### src/rtl/sound_i2s_tx.sv
// sound_i2s_tx: stereo I2S transmitter for the ABC80 sound path.
//
// Sample pairs enter through a small FIFO. One left/right pair is
// serialized per frame of 2*SLOT_W bit clocks, MSB first, and the
// per-frame strobe paces the sound generators.
//
// Ports:
//   clk        bit clock and system clock
//   rst_n      asynchronous active-low reset
//   s_valid    sample pair offered
//   s_ready    FIFO can accept a pair
//   s_left     left sample
//   s_right    right sample
//   mute       force transmitted data to zero (sampled at frame boundary)
//   i2s_dat    serial data, MSB first
//   i2s_lrck   word select: 0 = left slot, 1 = right slot
//   frame_stb  one-cycle pulse on the last clock of each frame
//   underrun   pulse with frame_stb when the FIFO was empty at the boundary
//
// Handshake: a pair is transferred on every rising clk edge where
// s_valid and s_ready are both high. s_ready depends only on the
// registered FIFO count, never on s_valid; s_valid may be raised or
// dropped freely, and the offered data is only consumed when accepted.

module sound_i2s_tx #(
  parameter int SAMPLE_W      = 14,
  parameter int SLOT_W        = 128,
  parameter int FIFO_DEPTH    = 4,
  parameter int SIGNED_IN     = 0,
  parameter int UNDERRUN_HOLD = 1
) (
  input  logic                clk,
  input  logic                rst_n,
  input  logic                s_valid,
  output logic                s_ready,
  input  logic [SAMPLE_W-1:0] s_left,
  input  logic [SAMPLE_W-1:0] s_right,
  input  logic                mute,
  output logic                i2s_dat,
  output logic                i2s_lrck,
  output logic                frame_stb,
  output logic                underrun
);

  localparam int CW   = $clog2(2 * SLOT_W);
  localparam int PW   = CW - 1;
  localparam int AW   = $clog2(FIFO_DEPTH);
  // Zero bits ahead of the sample in each slot: the I2S one-bit delay,
  // plus a 0 sign bit when the input is unsigned.
  localparam int LEAD = (SIGNED_IN != 0) ? 1 : 2;

  localparam logic [CW-1:0] CTR_LAST = CW'(2 * SLOT_W - 1);
  localparam logic [AW:0]   FULL     = (AW + 1)'(FIFO_DEPTH);

  logic [CW-1:0]       ctr;
  logic [PW-1:0]       pos;
  logic [AW:0]         count;
  logic [AW-1:0]       wr_ptr;
  logic [AW-1:0]       rd_ptr;
  logic [SAMPLE_W-1:0] mem_left  [FIFO_DEPTH];
  logic [SAMPLE_W-1:0] mem_right [FIFO_DEPTH];
  logic [SAMPLE_W-1:0] held_left;
  logic [SAMPLE_W-1:0] held_right;
  logic                mute_q;
  logic                fifo_empty;
  logic                push;
  logic                pop;
  logic [SLOT_W-1:0]   slot_word;

  // Everything below is decoded from registered state only.
  assign fifo_empty = (count == '0);
  assign s_ready    = (count != FULL);
  assign frame_stb  = (ctr == CTR_LAST);
  assign underrun   = frame_stb & fifo_empty;
  assign push       = s_valid & s_ready;
  assign pop        = frame_stb & ~fifo_empty;

  assign pos      = ctr[PW-1:0];
  assign i2s_lrck = ctr[CW-1];

  // Free-running frame counter; wraps naturally since 2*SLOT_W is a power of two.
  always_ff @(posedge clk or negedge rst_n) begin
    if (!rst_n) begin
      ctr <= '0;
    end else begin
      ctr <= ctr + CW'(1);
    end
  end

  // FIFO storage needs no reset: it is only read when count says it is valid.
  always_ff @(posedge clk) begin
    if (push) begin
      mem_left[wr_ptr]  <= s_left;
      mem_right[wr_ptr] <= s_right;
    end
  end

  always_ff @(posedge clk or negedge rst_n) begin
    if (!rst_n) begin
      wr_ptr <= '0;
      rd_ptr <= '0;
      count  <= '0;
    end else begin
      if (push) begin
        wr_ptr <= wr_ptr + AW'(1);
      end
      if (pop) begin
        rd_ptr <= rd_ptr + AW'(1);
      end
      case ({push, pop})
        2'b10:   count <= count + (AW + 1)'(1);
        2'b01:   count <= count - (AW + 1)'(1);
        default: count <= count;
      endcase
    end
  end

  // Frame-boundary update: load the next pair (or apply the underrun
  // policy) and latch mute so it covers exactly one whole frame.
  always_ff @(posedge clk or negedge rst_n) begin
    if (!rst_n) begin
      held_left  <= '0;
      held_right <= '0;
      mute_q     <= 1'b0;
    end else if (frame_stb) begin
      if (pop) begin
        held_left  <= mem_left[rd_ptr];
        held_right <= mem_right[rd_ptr];
      end else if (UNDERRUN_HOLD == 0) begin
        held_left  <= '0;
        held_right <= '0;
      end
      mute_q <= mute;
    end
  end

  // Slot word: leading zeros, sample, then zero padding to SLOT_W bits.
  always_comb begin
    slot_word = '0;
    slot_word[SLOT_W-1-LEAD -: SAMPLE_W] = i2s_lrck ? held_right : held_left;
  end

  // Bit SLOT_W-1-pos equals ~pos because SLOT_W is a power of two.
  assign i2s_dat = ~mute_q & slot_word[~pos];

endmodule

### config.mk
export PLATFORM = sky130hd
export DESIGN_NAME = sound_i2s_tx
export DESIGN_NICKNAME = d
export VERILOG_FILES = /design/src/rtl/sound_i2s_tx.sv
export SDC_FILE = /design/constraint.sdc
export NUM_CORES = 1
export LEC_CHECK = 0
export ABC_AREA = 1
export BUFFER_PORTS_ARGS = -buffer_cell sky130_fd_sc_hd__buf_2
export CELL_PAD_IN_SITES_DETAIL_PLACEMENT = 1
export CELL_PAD_IN_SITES_GLOBAL_PLACEMENT = 2
export CORE_MARGIN = 2
export CORE_UTILIZATION = 37
export DETAILED_ROUTE_END_ITERATION = 16
export PLACE_DENSITY_LB_ADDON = 0.1
export SYNTH_ARGS = -nofsm -noshare
export SYNTH_HDL_FRONTEND = slang
export SYNTH_SLANG_ARGS = --single-unit
export TNS_END_PERCENT = 10
### constraint.sdc
create_clock -name clk -period 2.45 [get_ports clk]
set_clock_uncertainty 0.15 [all_clocks]
set_input_delay 0.245 -clock clk [delete_from_list [all_inputs] [get_ports clk]]
set_output_delay 0.245 -clock clk [all_outputs]
set_load 0.005 [all_outputs]
==> impl_metrics.tcl, run 1 <==
set metrics [dict create \
    grtUsageTotal_pct 16.8 \
    place_congestion 0.767 \
    synthSimpleGateAreaFrac_pct 14.5 \
    fmax_mhz 431 \
    path_cells "ha_2 > inv_1 > nor2_4 > nand3_4 > nor2_2 > nand2_2 > nor2_4 > ha_1 > inv_1 > fa_2 > a21oi_2 > o21ai_1 > xnor2_1" \
    drive_above_1_share_pct 15.6 \
    routed_via_density 4.86 \
    cts_tree "built" \
    hold_path.class "input port to flop" \
    synth_top_area_share_pct 52.8 \
    drt-met1-wl_mm 6.61 \
    avgSynthCellArea_um2 11.4 \
    cpPeakStageDelay_ns 0.36 \
    clk_pin_slew_ns 0.07 \
    ioPinCount 37 \
    netlist_area_um2 6370 \
    layout_commonest_cell "edfxtp_1" \
    rows 47 \
    fp.coreArea_um2 16700 \
    diodes 0 \
    top_layer "met4" \
    synth-xor-area-share_pct 1.51 \
    crit_required_ns 2.60 \
    clk_latency_ns 0.42 \
    cp_top_family "adder cells" \
    synth_compound_area_share_pct 7.92 \
    rr_endpoint "count[2]$_DFFE_PN0P_" \
    reg2reg_slack_ns 0.13 \
    grt_overflow 0 \
    synthArstFlopShare_pct 28.2 \
    htreeDepth 4 \
    post-route-min-period_ns 2.32 \
    dieWidth_um 135 \
    antenna_found_initial 0 \
    floorplan.die.height_um 135 \
    synth_cell_type_count 25 \
    drtAntennaViolNets 0 \
    routed_wl_mm 14.3 \
    status "finished clean" \
    r2r_cells 13 \
    grt_setup_unrepaired "yes" \
    vias 4215 \
    layout_common_cells "edfxtp_1, nand2_1, nor2_1, o21ai_0, dfrtp_1" \
    initial_utilization_pct 38.1 \
    yosys_most_used_dff "edfxtp_1" \
    cp_num_buf_inv 2 \
    yosys-top-cells-area "edfxtp_1, dfrtp_1, nand2_1, nor2_1, o21ai_0" \
    drc 0 \
    peakVddDrop_mv 0.462 \
    path_class "flop to flop" \
    synth_top_area_cell "edfxtp_1" \
    dpl-instance-area_um2 6890 \
    routedWlPerCell_um 16.4 \
    cp.arrival_ns 2.47 \
    start_kind "flop" \
    layout_setup_ws_ns 0.127 \
    fin_crit_sh_pct 94.8 \
    area_growth_pct 22.7 \
    p_leak_nw 3.01 \
    ys_seq_area_share_pct 70.1 \
    utilization_pct 46.8 \
    synth_top_family_by_area "simple AND/OR/NAND/NOR gates" \
    synth_edf_count 112 \
    crit_start "ctr[1]$_DFF_PN0_" \
    fin_cells 867 \
    die_area_um2 18300 \
    worstReg2RegStart "ctr[1]$_DFF_PN0_" \
    worst_setup_path_end_kind "flop" \
    wl_met3_um 299 \
    worst_path_max_delay_cell "dfrtp_1" \
    synth.net_count 596 \
    endpoint "count[2]$_DFFE_PN0P_" \
    cts_sinks 156 \
    grt_max_degree 59 \
    final-hold-violation-count 0 \
    maxCapViolCount 0 \
    drv_slew 0 \
    nets 673 \
    slew_headroom_pct 68.3 \
    port_buffers 36 \
    grt_pass1_wl_mm 23.2 \
    synth_seq_cells 156 \
    synthAdderAreaFrac_pct 1.49 \
    dr.pass1.iters 4 \
    synth_mux_area_share_pct 0 \
    setup_viol 0 \
    dpl.cell_count 802 \
    crit_fanout 3 \
    final_cell_area_um2 7820 \
    place_ws_ns 0.116 \
    worst_slew_pin_slew_ns 0.472 \
    grt_pass1_vias 4372 \
    yosysWarnings 0 \
    cts_buffers 17 \
    met2_length_mm 7.21 \
    synthCells 557 \
    cts_root_buf "clkbuf_16" \
    crit_cells 13 \
    drt_iter0_markers 194 \
    cts_buffer_depth 2 \
    p_per_area_nw_per_um2 866 \
    hpwl_mm 8.32 \
]
-- flip-flops by register name, summed over array words and instances (netlist names) --
signal	count
mem_left	56
mem_right	56
held_left	14
held_right	14
ctr	8
count	3
rd_ptr	2
wr_ptr	2
mute_q	1
-- logic make-up after synthesis --
family	after synthesis
and+or+nand+nor	228
DFF	156
AOI/OAI and AO/OA	91
buffers and inverters	64
xor gates and xnor gates	11
adders and majority gates	7
-- cell type report --
type,instances,area (um2)
clock buffers,17,425
clock inverters,15,164
fillers,1825,8880
inverters,37,143
multi-input cells,337,1650
flip-flops and latches,156,4460
well taps,220,275
repair buffers,85,698
-- tightest hold or removal path, cell delays in order --
cell     delay [ns]
buf_2          0.10
nand2_1        0.10
buf_4          0.18
xor2_1         0.08
-- what timing repair did --
| item | 4_1_cts | 5_1_grt |
|---|---|---|
| buffers inserted | 0 | 3 |
| hold endpoints to repair | 157 | 0 |
| endpoints found under the setup margin | 0 | 2 |
| gates resized for setup | 0 | 3 |
| hold buffers | 30 | 0 |
-- metal layers --
layer  track usage (%)  vias to the layer above
met5                 0                        -
met3              3.48                        9
li1                  -                     2039
met1              21.6                     2128
met4              5.03                        0
met2              28.7                       39
-- through the flow --
stage | setup TNS, ns | total power [W] | hold slack (ns)
floorplan | -4.30 | 0.00379 | -0.201
global placement | 0 | 0.00415 | 0.101
detailed placement | 0 | 0.00419 | 0.0983
CTS | 0 | 0.00687 | 0.160
global route | -0.0289 | 0.00707 | 0.190
finish | 0 | 0.00677 | 0.175
-- worst min path at each step --
| stage | to | start | cells past startpoint | slack [ns] |
|---|---|---|---|---|
| after floorplan | count[0]$_DFFE_PN0P_ | rst_n | 0 | -0.20 |
| after global placement | count[0]$_DFFE_PN0P_ | rst_n | 2 | 0.10 |
| after detailed placement | count[0]$_DFFE_PN0P_ | rst_n | 2 | 0.1 |
| after CTS | wr_ptr[0]$_DFFE_PN0P_ | s_valid | 4 | 0.16 |
| after global routing | wr_ptr[0]$_DFFE_PN0P_ | s_valid | 4 | 0.19 |
| final | wr_ptr[0]$_DFFE_PN0P_ | s_valid | 4 | 0.17 |
-- Yosys cell counts, types with 2 or more instances --
cell type / count
a21oi_1: 2
buf_1: 2
buf_2: 5
buf_6: 5
clkbuf_1: 15
dfrtp_1: 44
edfxtp_1: 112
ha_1: 6
inv_1: 37
nand2_1: 98
nand2_2: 3
nand3_1: 23
nor2_1: 97
nor2_4: 2
o21ai_0: 65
o21ai_1: 11
o32ai_1: 13
xnor2_1: 3
xor2_1: 8
-- power breakdown --
part           leakage [nW]  total, W  internal (W)  switching, W
combinational          1.12  0.000760      0.000258      0.000502
sequential             1.61   0.00339       0.00328      0.000106
clock                 0.279   0.00262       0.00152       0.00110
(Power assumes the default switching activity.)
==> inputs of run 2 (changes only) <==
CORE_UTILIZATION = 35   (was 37)
==> run 2 against run 1 <==
Compared with the run above:
- global-route usage shrank 0.85 points
- cell count grew 0.58%
- via count shrank 0.90%
- setup slack lost 0.011 ns
- first-iteration DRC count shrank 39%
- cell area shrank 0.22%
- maximum frequency shrank 0.47%
- die area grew 5.5%
- critical path depth is the same
- register-to-register slack is essentially flat
- sequential share of layout area grew 0.13 points
- combinational power shrank 2%
- critical endpoint unchanged
==> impl_metrics.tcl, run 2 (same netlist as run 1, synthesis figures left out) <==
set metrics [dict create \
    status "finished clean" \
    p_clk_share_pct 37.8 \
    grt_util_met3_pct 3.80 \
    power.switching_w 0.00170 \
    ioPinCount 37 \
    clk_pin_slew_ns 0.06 \
    p_per_area_nw_per_um2 852 \
    diodes 0 \
    reg2reg_slack_ns 0.12 \
    fmax_mhz 428 \
    cts_buffers 17 \
    p_seq_share_pct 51.0 \
    setup_viol 0 \
    grt_max_degree 59 \
    grt_use_met2_pct 26.5 \
    p_leak_nw 3.01 \
    area_growth_pct 22.5 \
    worst_setup_path_end_kind "flop" \
    grt-busiest-layer "met2" \
    antenna_found_initial 0 \
    dr.pass1.iters 4 \
    port_buffers 36 \
    worstReg2RegStart "ctr[0]$_DFF_PN0_" \
    r2r_cells 13 \
    rows 49 \
    hpwl_mm 8.26 \
    fin_crit_sh_pct 95.3 \
    grt_pass1_vias 4468 \
    layout_common_cells "edfxtp_1, nand2_1, nor2_1, o21ai_0, dfrtp_1" \
    hold_path.class "input port to asynchronous set/reset pin" \
    path_class "flop to flop" \
    cts_buffer_depth 2 \
    routed_via_density 4.79 \
    switching_share_pct 25.5 \
    rr_endpoint "count[2]$_DFFE_PN0P_" \
    grtUsageTotal_pct 15.9 \
    slew_headroom_pct 68.2 \
    use_met1_pct 20.3 \
    grt_pass1_wl_mm 23.7 \
    routedWlPerCell_um 16.2 \
    floorplan.die.height_um 139 \
    dieWidth_um 139 \
    crit_fanout 3 \
    maxCapViolCount 0 \
    routed_wl_mm 14.2 \
    grt_setup_unrepaired "yes" \
    drtAntennaViolNets 0 \
    cts_tree "built" \
    drive_above_1_share_pct 15.2 \
    drv_slew 0 \
    clk_latency_ns 0.42 \
    fp.coreArea_um2 17900 \
    drt_iter0_markers 118 \
    initial_utilization_pct 35.6 \
    htreeDepth 4 \
    final_cell_area_um2 7800 \
    cp.arrival_ns 2.49 \
    final-hold-violation-count 0 \
    p_int_w 0.00495 \
    place_congestion 0.742 \
    start_kind "flop" \
    layout_commonest_cell "edfxtp_1" \
    finalSetupTns_ns 0 \
    post-route-min-period_ns 2.33 \
    die_area_um2 19300 \
    comb_power_share_pct 11.2 \
    grt_overflow 0 \
    vias 4177 \
    drc 0 \
    worst_slew_pin_slew_ns 0.477 \
    top_regs "mem_left (56), mem_right (56)" \
    dpl-instance-area_um2 6900 \
    peakVddDrop_mv 0.475 \
    cts_sinks 156 \
    crit_required_ns 2.61 \
    cts_root_buf "clkbuf_16" \
    nets 670 \
]
==> run 2: critical path: stages (launching register included) <==
cell     delay [ns]
dfrtp_1        0.40
ha_4           0.15
inv_1          0.06
nor2_4         0.09
nand3_2        0.11
nor2_2         0.13
nand2_2        0.09
nor2_4         0.12
ha_1           0.15
inv_1          0.07
fa_2           0.35
a21oi_1        0.13
o21ai_1        0.09
xnor2_1        0.12
==> run 2: what timing repair did <==
item,CTS,global route
endpoints found under the setup margin,1,2
setup buffers,0,2
resized for setup,1,1
pin swaps,0,1
hold buffers,30,0
endpoints found under the hold margin,131,0
==> run 2: worst max path at each step <==
stage | to | from | slack, ns
6_report | count[2]$_DFFE_PN0P_ | ctr[0]$_DFF_PN0_ | 0.12
4_1_cts | i2s_dat | ctr[7]$_DFF_PN0_ | 0.07
3_5_place_dp | count[2]$_DFFE_PN0P_ | ctr[1]$_DFF_PN0_ | 0.11
2_1_floorplan | mem_left[0][0]$_DFFE_PP_ | count[0]$_DFFE_PN0P_ | -0.04
3_3_place_gp | count[2]$_DFFE_PN0P_ | ctr[1]$_DFF_PN0_ | 0.18
5_1_grt | i2s_dat | ctr[0]$_DFF_PN0_ | -0.04
==> run 2: stage by stage <==
step | total power, W | util (%) | hold WS (ns) | setup WS [ns] | cells
6_report | 0.00665 | 43.6 | 0.159 | 0.116 | 872
3_3_place_gp | 0.00415 | 38.5 | 0.0781 | 0.179 | 809
3_5_place_dp | 0.00418 | 38.5 | 0.0888 | 0.107 | 809
5_1_grt | 0.00697 | 43.6 | 0.170 | -0.0388 | 872
4_1_cts | 0.00677 | 43.4 | 0.143 | 0.0652 | 870
2_1_floorplan | 0.00379 | - | -0.201 | -0.0381 | 557
==> run 2: final cells by class <==
class                           instances  area, um2
Inverter                               37        143
Sequential cell                       156       4460
Multi-Input combinational cell        337       1650
Fill cell                            1917      10100
Clock inverter                         14        134
Timing Repair Buffer                   82        701
Tap cell                              229        287
Clock buffer                           17        425
==> run 2: layer usage <==
layer	share of wire [%]	up-vias
met5	0	-
met1	47	2074
met2	48	43
met3	2.5	19
met4	2.3	0
li1	-	2041
==> run 2: power groups by stage <==
stage          sequential [W]  clock [W]  combinational [W]
2_1_floorplan         0.00343          0           0.000366
3_3_place_gp          0.00343          0           0.000722
3_5_place_dp          0.00344          0           0.000740
4_1_cts               0.00339    0.00260           0.000777
5_1_grt               0.00342    0.00270           0.000852
6_report              0.00339    0.00251           0.000747
==> inputs of run 3 (changes only) <==
CAP_MARGIN = 20   (was unset)
CELL_PAD_IN_SITES_DETAIL_PLACEMENT = unset   (was 1)
CELL_PAD_IN_SITES_GLOBAL_PLACEMENT = unset   (was 2)
PLACE_DENSITY_LB_ADDON = unset   (was 0.1)
==> run 3 against run 2 <==
Compared with the run above:
- sequential power about the same
- non-clock buffer count up 2
- setup slack improved by 0.050 ns
- sequential cell count is the same
- critical path type unchanged
- critical endpoint unchanged
- largest power group unchanged
==> impl_metrics.tcl, run 3 (same netlist as run 1, synthesis figures left out) <==
set metrics [dict create \
    fin_cells 875 \
    post-route-min-period_ns 2.28 \
    layout_common_cells "edfxtp_1, nand2_1, nor2_1, o21ai_0, dfrtp_1" \
    grt_pass1_wl_mm 20.2 \
    grtUsageTotal_pct 13.4 \
    worstReg2RegStart "ctr[1]$_DFF_PN0_" \
    crit_required_ns 2.60 \
    rows 49 \
    start_kind "flop" \
    switching_share_pct 23.0 \
    r2r_cells 13 \
    crit_fanout 3 \
    routed_wl_mm 12.2 \
    p_total_w 0.00678 \
    dieWidth_um 139 \
    drive_above_1_share_pct 15.3 \
    p_clk_share_pct 39.4 \
    hold_start "s_valid" \
    place_congestion 0.759 \
    final-hold-violation-count 0 \
    vias 4125 \
    cts_buffers 17 \
    hold_end "wr_ptr[0]$_DFFE_PN0P_" \
    dr.pass1.iters 4 \
    drc 0 \
    cp.arrival_ns 2.43 \
    status "finished clean" \
    floorplan.die.height_um 139 \
    antenna_found_initial 0 \
    grt_pass1_vias 4072 \
    worst_slew_pin_slew_ns 0.954 \
    cts_root_buf "clkbuf_16" \
    routed_via_density 4.71 \
    top_regs "mem_left (56), mem_right (56)" \
    p_seq_share_pct 49.9 \
    slew_headroom_pct 36.4 \
    ioPinCount 37 \
    initial_utilization_pct 35.6 \
    p_per_area_nw_per_um2 870 \
    area_growth_pct 22.4 \
    worst_setup_path_end_kind "flop" \
    p_int_w 0.00522 \
    hold_path.class "input port to flop" \
    routedWlPerCell_um 14.0 \
    clk_pin_slew_ns 0.06 \
    cts_sinks 156 \
    diodes 0 \
    grt_max_degree 59 \
    cts_buffer_depth 2 \
    nets 672 \
    htreeDepth 4 \
    die_area_um2 19300 \
    rr_endpoint "count[2]$_DFFE_PN0P_" \
    power.switching_w 0.00156 \
    fin_crit_sh_pct 93.2 \
    hold_slack_ns 0.173 \
    comb_power_share_pct 10.6 \
    reg2reg_slack_ns 0.17 \
    grt_overflow 0 \
    setup_viol 0 \
    hpwl_mm 7.24 \
    drv_slew 0 \
    fmax_mhz 438 \
    p_leak_nw 3.01 \
    layout_commonest_cell "edfxtp_1" \
    cts_tree "built" \
    port_buffers 36 \
    fp.coreArea_um2 17900 \
    drtAntennaViolNets 0 \
    peakVddDrop_mv 0.430 \
    drt_iter0_markers 239 \
    dpl.cell_count 810 \
    path_class "flop to flop" \
    maxCapViolCount 0 \
    clk_latency_ns 0.42 \
    holdPathStages 4 \
]
## run 3: power groups by stage
stage,Clock (W),Sequential [W],Combinational (W)
3_3_place_gp,0,0.00342,0.000686
6_report,0.00267,0.00339,0.000722
4_1_cts,0.00273,0.00339,0.000750
5_1_grt,0.00285,0.00342,0.000818
3_5_place_dp,0,0.00344,0.000708
2_1_floorplan,0,0.00343,0.000366
## run 3: through the flow
| stage | util (%) | worst slack [ns] | TNS, ns | cell area (um2) |
|---|---|---|---|---|
| 5_1_grt | 43.6 | -0.00534 | -0.00534 | 7800 |
| 3_5_place_dp | 38.3 | 0.143 | 0 | 6860 |
| 3_3_place_gp | 38.3 | 0.189 | 0 | 6860 |
| 4_1_cts | 43.4 | 0.0386 | 0 | 7760 |
| 6_report | 43.6 | 0.166 | 0 | 7800 |
| 2_1_floorplan | - | -0.0381 | -4.30 | 6370 |
## run 3: what timing repair did
item / 4_1_cts / 5_1_grt
setup buffers: 0 / 3
setup endpoints to repair: 0 / 2
gates resized for setup: 0 / 2
hold endpoints to repair: 157 / 0
hold buffers: 30 / 0
## run 3: critical path, stage by stage, from the launching register on
cell     delay, ns
dfrtp_1       0.35
ha_2          0.19
inv_1         0.06
nor2_4        0.12
nand3_4       0.10
nor2_2        0.10
nand2_2       0.08
nor2_4        0.12
ha_1          0.14
inv_1         0.07
fa_2          0.34
a21oi_1       0.13
o21ai_1       0.09
xnor2_1       0.13
## run 3: layout make-up
class	count	area, um2
Tap cell	229	287
Multi-Input combinational cell	337	1640
Sequential cell	156	4460
Clock inverter	13	174
Inverter	37	143
Timing Repair Buffer	84	653
Fill cell	1677	10100
Clock buffer	19	433
## run 3: worst max-delay path by stage
stage | startpoint | end | slack [ns] | cells after the start
2_1_floorplan | count[0]$_DFFE_PN0P_ | mem_left[0][0]$_DFFE_PP_ | -0.04 | 4
3_3_place_gp | ctr[1]$_DFF_PN0_ | count[2]$_DFFE_PN0P_ | 0.19 | 13
3_5_place_dp | ctr[1]$_DFF_PN0_ | count[2]$_DFFE_PN0P_ | 0.14 | 13
4_1_cts | ctr[7]$_DFF_PN0_ | i2s_dat | 0.04 | 10
5_1_grt | ctr[1]$_DFF_PN0_ | count[2]$_DFFE_PN0P_ | -0.005 | 13
6_report | ctr[1]$_DFF_PN0_ | count[2]$_DFFE_PN0P_ | 0.17 | 13
## run 3: metal layers
layer  part of all wire (%)  vias up  track usage, %
met1                     45     1997            16.6
met2                     51       72            22.7
met4                    1.3        0            5.16
li1                       -     2045               -
met3                    2.9       11            3.35
met5                      0        -               0
